==> src/rtl/spi_pkg.sv <==
// Shared types and constants for the SPI slave receive path.
package spi_pkg;

  localparam int unsigned SPI_DATA_WIDTH  = 8;
  localparam int unsigned SPI_SYNC_STAGES = 2;

  typedef enum logic [0:0] {
    IDLE   = 1'b0,
    SELECT = 1'b1
  } spi_rx_state_t;

endpackage

==> src/rtl/sync_edge.sv <==
// Multi-flop synchronizer for an asynchronous level, with registered
// rise/fall pulses taken from the last two synchronizer stages.
module sync_edge #(
  parameter int unsigned SYNC_STAGES = 2,
  parameter logic        RESET_VAL   = 1'b0
) (
  input  logic clk,
  input  logic reset,
  input  logic d_i,
  output logic rise_o,
  output logic fall_o
);

  logic [SYNC_STAGES-1:0] sync_q;
  logic                   rise_q;
  logic                   fall_q;

  // Shift the pin through the chain; the edge pulses last exactly one clk.
  always_ff @(posedge clk or negedge reset) begin
    if (!reset) begin
      sync_q <= {SYNC_STAGES{RESET_VAL}};
      rise_q <= 1'b0;
      fall_q <= 1'b0;
    end else begin
      sync_q <= {sync_q[SYNC_STAGES-2:0], d_i};
      rise_q <= sync_q[SYNC_STAGES-2] & ~sync_q[SYNC_STAGES-1];
      fall_q <= ~sync_q[SYNC_STAGES-2] & sync_q[SYNC_STAGES-1];
    end
  end

  assign rise_o = rise_q;
  assign fall_o = fall_q;

endmodule

==> src/rtl/spi_slave_rx.sv <==
// SPI mode-0, MSB-first slave: receives words on mosi, returns words on miso,
// all logic oversampled in the clk domain.
module spi_slave_rx
  import spi_pkg::*;
#(
  parameter int unsigned DATA_WIDTH  = SPI_DATA_WIDTH,
  parameter int unsigned SYNC_STAGES = SPI_SYNC_STAGES
) (
  input  logic                  clk,
  input  logic                  reset,
  input  logic                  sclk,
  input  logic                  mosi,
  input  logic                  ss,
  input  logic [DATA_WIDTH-1:0] tx_data,
  output logic                  miso,
  output logic                  miso_oe,
  output logic [DATA_WIDTH-1:0] rx_data,
  output logic                  done,
  output logic                  busy,
  output logic                  abort
);

  localparam int unsigned CNT_W = (DATA_WIDTH > 1) ? $clog2(DATA_WIDTH) : 1;
  localparam logic [CNT_W-1:0] LAST_BIT = CNT_W'(DATA_WIDTH - 1);

  logic sclk_rise;
  logic sclk_fall;
  logic ss_rise;
  logic ss_fall;
  logic mosi_s;

  logic [SYNC_STAGES-1:0] mosi_sync_q;

  spi_rx_state_t         state_q,    state_d;
  logic [CNT_W-1:0]      bit_cnt_q,  bit_cnt_d;
  logic [DATA_WIDTH-1:0] rx_shift_q, rx_shift_d;
  logic [DATA_WIDTH-1:0] tx_shift_q, tx_shift_d;
  logic [DATA_WIDTH-1:0] rx_data_q,  rx_data_d;
  logic                  miso_q,     miso_d;
  logic                  miso_oe_q,  miso_oe_d;
  logic                  done_q,     done_d;
  logic                  busy_q,     busy_d;
  logic                  abort_q,    abort_d;

  sync_edge #(
    .SYNC_STAGES (SYNC_STAGES),
    .RESET_VAL   (1'b0)
  ) u_sclk_sync (
    .clk    (clk),
    .reset  (reset),
    .d_i    (sclk),
    .rise_o (sclk_rise),
    .fall_o (sclk_fall)
  );

  sync_edge #(
    .SYNC_STAGES (SYNC_STAGES),
    .RESET_VAL   (1'b1)
  ) u_ss_sync (
    .clk    (clk),
    .reset  (reset),
    .d_i    (ss),
    .rise_o (ss_rise),
    .fall_o (ss_fall)
  );

  // Plain synchronizer for mosi; data is stable for half an sclk around the rise.
  always_ff @(posedge clk or negedge reset) begin
    if (!reset) begin
      mosi_sync_q <= '0;
    end else begin
      mosi_sync_q <= {mosi_sync_q[SYNC_STAGES-2:0], mosi};
    end
  end

  assign mosi_s = mosi_sync_q[SYNC_STAGES-1];

  // Next-state logic: bit shifting, word completion, frame abort.
  always_comb begin
    state_d    = state_q;
    bit_cnt_d  = bit_cnt_q;
    rx_shift_d = rx_shift_q;
    tx_shift_d = tx_shift_q;
    rx_data_d  = rx_data_q;
    miso_d     = miso_q;
    miso_oe_d  = miso_oe_q;
    busy_d     = busy_q;
    done_d     = 1'b0;
    abort_d    = 1'b0;

    // Output enable tracks synchronized ss through its edges.
    if (ss_fall) begin
      miso_oe_d = 1'b1;
    end
    if (ss_rise) begin
      miso_oe_d = 1'b0;
    end

    case (state_q)
      IDLE: begin
        if (ss_fall) begin
          state_d    = SELECT;
          bit_cnt_d  = '0;
          tx_shift_d = tx_data;
          miso_d     = tx_data[DATA_WIDTH-1];
        end
      end

      SELECT: begin
        if (sclk_rise) begin
          if (bit_cnt_q == LAST_BIT) begin
            rx_data_d = {rx_shift_q[DATA_WIDTH-2:0], mosi_s};
            done_d    = 1'b1;
            bit_cnt_d = '0;
            busy_d    = 1'b0;
          end else begin
            rx_shift_d = {rx_shift_q[DATA_WIDTH-2:0], mosi_s};
            bit_cnt_d  = bit_cnt_q + CNT_W'(1);
            busy_d     = 1'b1;
          end
        end

        // A falling edge with no bits pending follows a completed word:
        // reload so the next word's MSB is on miso before its first rise.
        if (sclk_fall) begin
          if (bit_cnt_q == '0) begin
            tx_shift_d = tx_data;
            miso_d     = tx_data[DATA_WIDTH-1];
          end else begin
            tx_shift_d = {tx_shift_q[DATA_WIDTH-2:0], 1'b0};
            miso_d     = tx_shift_q[DATA_WIDTH-2];
          end
        end

        // Count after this cycle's rise decides whether bits are stranded.
        if (ss_rise) begin
          state_d = IDLE;
          busy_d  = 1'b0;
          if (bit_cnt_d != '0) begin
            abort_d = 1'b1;
          end
          bit_cnt_d = '0;
        end
      end

      default: begin
        state_d = IDLE;
      end
    endcase
  end

  // State and output registers.
  always_ff @(posedge clk or negedge reset) begin
    if (!reset) begin
      state_q    <= IDLE;
      bit_cnt_q  <= '0;
      rx_shift_q <= '0;
      tx_shift_q <= '0;
      rx_data_q  <= '0;
      miso_q     <= 1'b0;
      miso_oe_q  <= 1'b0;
      done_q     <= 1'b0;
      busy_q     <= 1'b0;
      abort_q    <= 1'b0;
    end else begin
      state_q    <= state_d;
      bit_cnt_q  <= bit_cnt_d;
      rx_shift_q <= rx_shift_d;
      tx_shift_q <= tx_shift_d;
      rx_data_q  <= rx_data_d;
      miso_q     <= miso_d;
      miso_oe_q  <= miso_oe_d;
      done_q     <= done_d;
      busy_q     <= busy_d;
      abort_q    <= abort_d;
    end
  end

  assign miso    = miso_q;
  assign miso_oe = miso_oe_q;
  assign rx_data = rx_data_q;
  assign done    = done_q;
  assign busy    = busy_q;
  assign abort   = abort_q;

endmodule
==> config.mk <==
export PLATFORM = sky130hd
export DESIGN_NAME = spi_slave_rx
export DESIGN_NICKNAME = d
export VERILOG_FILES = /design/src/rtl/spi_pkg.sv /design/src/rtl/sync_edge.sv /design/src/rtl/spi_slave_rx.sv
export SDC_FILE = /design/constraint.sdc
export NUM_CORES = 1
export LEC_CHECK = 0
export BUFFER_PORTS_ARGS = -buffer_cell sky130_fd_sc_hd__buf_2
export CORE_MARGIN = 2
export CORE_UTILIZATION = 45
export DETAILED_ROUTE_END_ITERATION = 10
export PLACE_DENSITY = 0.69
export RECOVER_POWER = 50
export SLEW_MARGIN = 20
export SYNTH_ARGS = -nofsm -noshare
export SYNTH_HDL_FRONTEND = slang
export SYNTH_SLANG_ARGS = --single-unit
==> constraint.sdc <==
create_clock -name clk -period 1.8 [get_ports clk]
set_input_delay 0.09 -clock clk [delete_from_list [all_inputs] [get_ports clk]]
set_output_delay 0.09 -clock clk [all_outputs]
set_load 0.02 [all_outputs]
==> impl_metrics.sql <==
INSERT INTO impl_metrics (metric_group, metric, value, unit) VALUES
('status', 'status', 'complete, no violations', ''),
('sta', 'hold_slack', '0.0631', 'ns'),
('layout', 'finalCoreUtilization', '55.2', '%'),
('setup_path', 'crit_path_start_kind', 'flip-flop', ''),
('global_route', 'grt.total_usage', '16.0', '%'),
('sta', 'timing.final.crit_share', '91.3', '%'),
('sta', 'worst_clock_skew', '0.00336', 'ns'),
('synthesis', 'synth-xor-area-share', '0', '%'),
('setup_path', 'cpMaxStageDelayCell', 'dfrtp_1', ''),
('synthesis', 'synthAdderAreaFrac', '2.27', '%'),
('drt', 'ant_nets', '0', ''),
('power', 'static-leakage-power', '0.958', 'nW'),
('drt', 'vias', '1066', ''),
('synthesis', 'cell_area_after_synthesis', '1650', 'um2'),
('synthesis', 'yosys_register_bits', '41', ''),
('synthesis', 'yosysTopAreaCell', 'dfrtp_1', ''),
('power', 'cellPowerDensity', '1300', 'nW/um2'),
('power', 'p_comb_share', '18.4', '%'),
('synthesis', 'largest_family_of_logic_cells_by_synthesized_area', 'multiplexers', ''),
('floorplan', 'core_area', '3610', 'um2'),
('floorplan', 'die_w', '64.6', 'um'),
('clocking', 'root_buffer', 'clkbuf_8', ''),
('floorplan', 'initial_core_util', '45.8', '%'),
('global_route', 'overflow', '0', ''),
('drt', 'remaining_drc_errors', '0', ''),
('floorplan', 'floorplan.die_area', '4170', 'um2'),
('place', 'dp.final_hpwl', '1.96', 'mm'),
('synthesis', 'synthCells', '127', ''),
('drt', 'firstDrtPassIters', '4', ''),
('sta', 'timing.setup.tns', '0', 'ns'),
('setup_path', 'cp_slowest_stage_delay', '0.41', 'ns'),
('global_route', 'maximum_number_of_pins_on_one_net_before_global_route_repair', '42', ''),
('floorplan', 'die_y', '64.6', 'um'),
('sta', 'grt_setup_unrepaired', 'false', ''),
('synthesis', 'post_synth.cell_area_avg', '13.0', 'um2'),
('layout', 'fraction_of_final_layout_cells_with_drive_strength_greater_than_1', '34.6', '%'),
('sta', 'post-route-min-period', '1.64', 'ns'),
('layout', 'final.fill_count', '309', ''),
('clocking', 'ctsHtreeMaxLevel', '2', ''),
('floorplan', 'top_level_ports', '26', ''),
('setup_path', 'timing.critical_path.fanout_max', '8', ''),
('layout', 'multi_input_area', '567', 'um2'),
('setup_path', 'cp_data_required_time', '1.98', 'ns'),
('synthesis', 'synth-compound-area-share', '9.84', '%'),
('power', 'net_sw_power', '0.000699', 'W'),
('drt', 'initialDrtViolationCount', '67', ''),
('layout', 'diodes', '0', ''),
('job', 'maxCapViolations', '0', ''),
('clocking', 'clkSinkCount', '41', ''),
('sta', 'final-max-slew-violation-count', '0', ''),
('synthesis', 'synth.top_cells.by_area', 'dfrtp_1, mux2_2, dfstp_2', ''),
('layout', 'sequential_cell_area_in_the_final_layout', '1030', 'um2'),
('power', 'irDropWorstVdd', '700', 'uV'),
('global_route', 'grt_first_pass_wirelength', '4.98', 'mm'),
('floorplan', 'rows', '22', ''),
('power', 'p_int', '0.00188', 'W'),
('synthesis', 'number_of_distinct_library_cell_variants_in_the_gate_level_netlist_after_synthesis', '27', ''),
('clocking', 'post_cts_resized', '0', ''),
('min_path', 'worstHoldPathType', 'in2reg', ''),
('sta', 'setup_violations', '0', ''),
('clocking', 'insertion_delay', '0.29', 'ns'),
('sta', 'hold_viol', '0', ''),
('clocking', 'cts_max_path_buffers', '2', ''),
('setup_path', 'most_used_cell_cp', 'ha_1', ''),
('synthesis', 'synthesis.nets', '143', ''),
('power', 'switching_share', '27.1', '%'),
('clocking', 'clk_pin_slew', '0.08', 'ns'),
('synthesis', 'synth_mux_area_share', '12.3', '%'),
('clocking', 'cts.repair_timing.setup_buffer_count', '0', ''),
('global_route', 'antenna_violations_before_repair', '0', ''),
('drt', 'wl', '2.79', 'mm');
## metal layers
layer,part of all wire (%),track usage (%),wire (um),vias up
met3,5.6,5.90,156,4
li1,-,-,-,512
met1,44,19.5,1240,522
met5,0,0,0,-
met4,2.3,9.84,65,0
met2,48,24.2,1330,28
## metrics by stage
stage	instance area (um2)	worst slack [ns]	total power (W)	instances
after detailed placement	1820	0.157	0.00174	198
after global placement	1820	0.241	0.00170	198
after floorplan	1650	0.305	0.00159	127
after CTS	1990	0.132	0.00261	210
final	1990	0.157	0.00258	210
after global routing	1990	0.0359	0.00274	210
## Yosys cell counts
cell,number
nand2b_1,4
o32ai_1,4
buf_6,2
mux2i_1,2
nor2_2,1
o21ai_0,8
a21o_1,1
dfrtp_1,39
nor2b_1,6
nand2_1,2
buf_2,1
a31oi_2,1
o21a_1,1
nand3_1,7
mux2_4,1
mux2_2,15
ha_1,3
a31oi_1,6
nand3_2,1
inv_1,6
o211ai_1,1
dfstp_2,2
a21oi_1,2
nor2_1,8
o21ai_1,1
nand3b_2,1
buf_4,1
## cell families (layout without fill, tap and decap cells)
group,after synthesis,count (layout)
AO/OA/AOI/OAI,25,25
adder cells (fa/ha/maj),3,3
buffers and inverters,10,45
flip-flops,41,41
multiplexers,18,18
AND/OR/NAND/NOR,30,30
## critical path: cells and delay by family, from the launching register on
family / cells / cell delay (ns)
flip-flops: 1 / 0.41
multiplexers: 1 / 0.34
adder cells (fa/ha/maj): 2 / 0.44
AND/OR/NAND/NOR: 1 / 0.34
## cell type report
class / instances / share of cell area (%)
sequential: 41 / 51.7
tap: 48 / 3.02
timing repair buffer: 31 / 8.93
multi-input combinational: 76 / 28.5
inverter: 6 / 1.13
clock buffer: 5 / 3.46
clock inverter: 3 / 3.27
## power by group through the flow
stage,Sequential [W],Combinational (W),Clock [W]
2_1_floorplan,0.00124,0.000352,0
3_3_place_gp,0.00125,0.000449,0
3_5_place_dp,0.00126,0.000475,0
4_1_cts,0.00125,0.000484,0.000877
5_1_grt,0.00127,0.000541,0.000922
6_report,0.00125,0.000474,0.000856
## registers in the layout, indices dropped and copies added (netlist names), 2 cells and up
signal	count
bit_cnt_q	3
mosi_sync_q	2
rx_data	8
rx_shift_q	7
tx_shift_q	7
u_sclk_sync.sync_q	2
u_ss_sync.sync_q	2
## layout by cell type, fill, tap and decap left out, drive strengths merged
cell type    count
clkbuf           6
inv              6
nand3b           1
a21oi            2
mux2            16
dfstp            2
buf             26
o32ai            4
bufinv           2
a31oi            7
o211ai           1
nand3            8
nand2b           4
a21o             1
dfrtp           39
mux2i            2
o21a             1
ha               3
clkinv           1
o21ai            9
nor2b            6
dlygate4sd3      4
nor2             9
nand2            2
## path summary, 6_finish.rpt
path,startpoint,to,slack (ns),cells after the start
min in group asynchronous,reset,tx_shift_q[1],0.57,3
worst max register to register,bit_cnt_q[0],rx_shift_q[1],0.16,4
worst max-delay path,bit_cnt_q[0],rx_shift_q[1],0.16,4
worst min-delay path,tx_data[0],tx_shift_q[0],0.06,3
max in group asynchronous,reset,u_sclk_sync.rise_o,0.63,3
worst min register to register,mosi_sync_q[0],mosi_sync_q[1],0.35,0
Power figures use the tool's default switching activity.
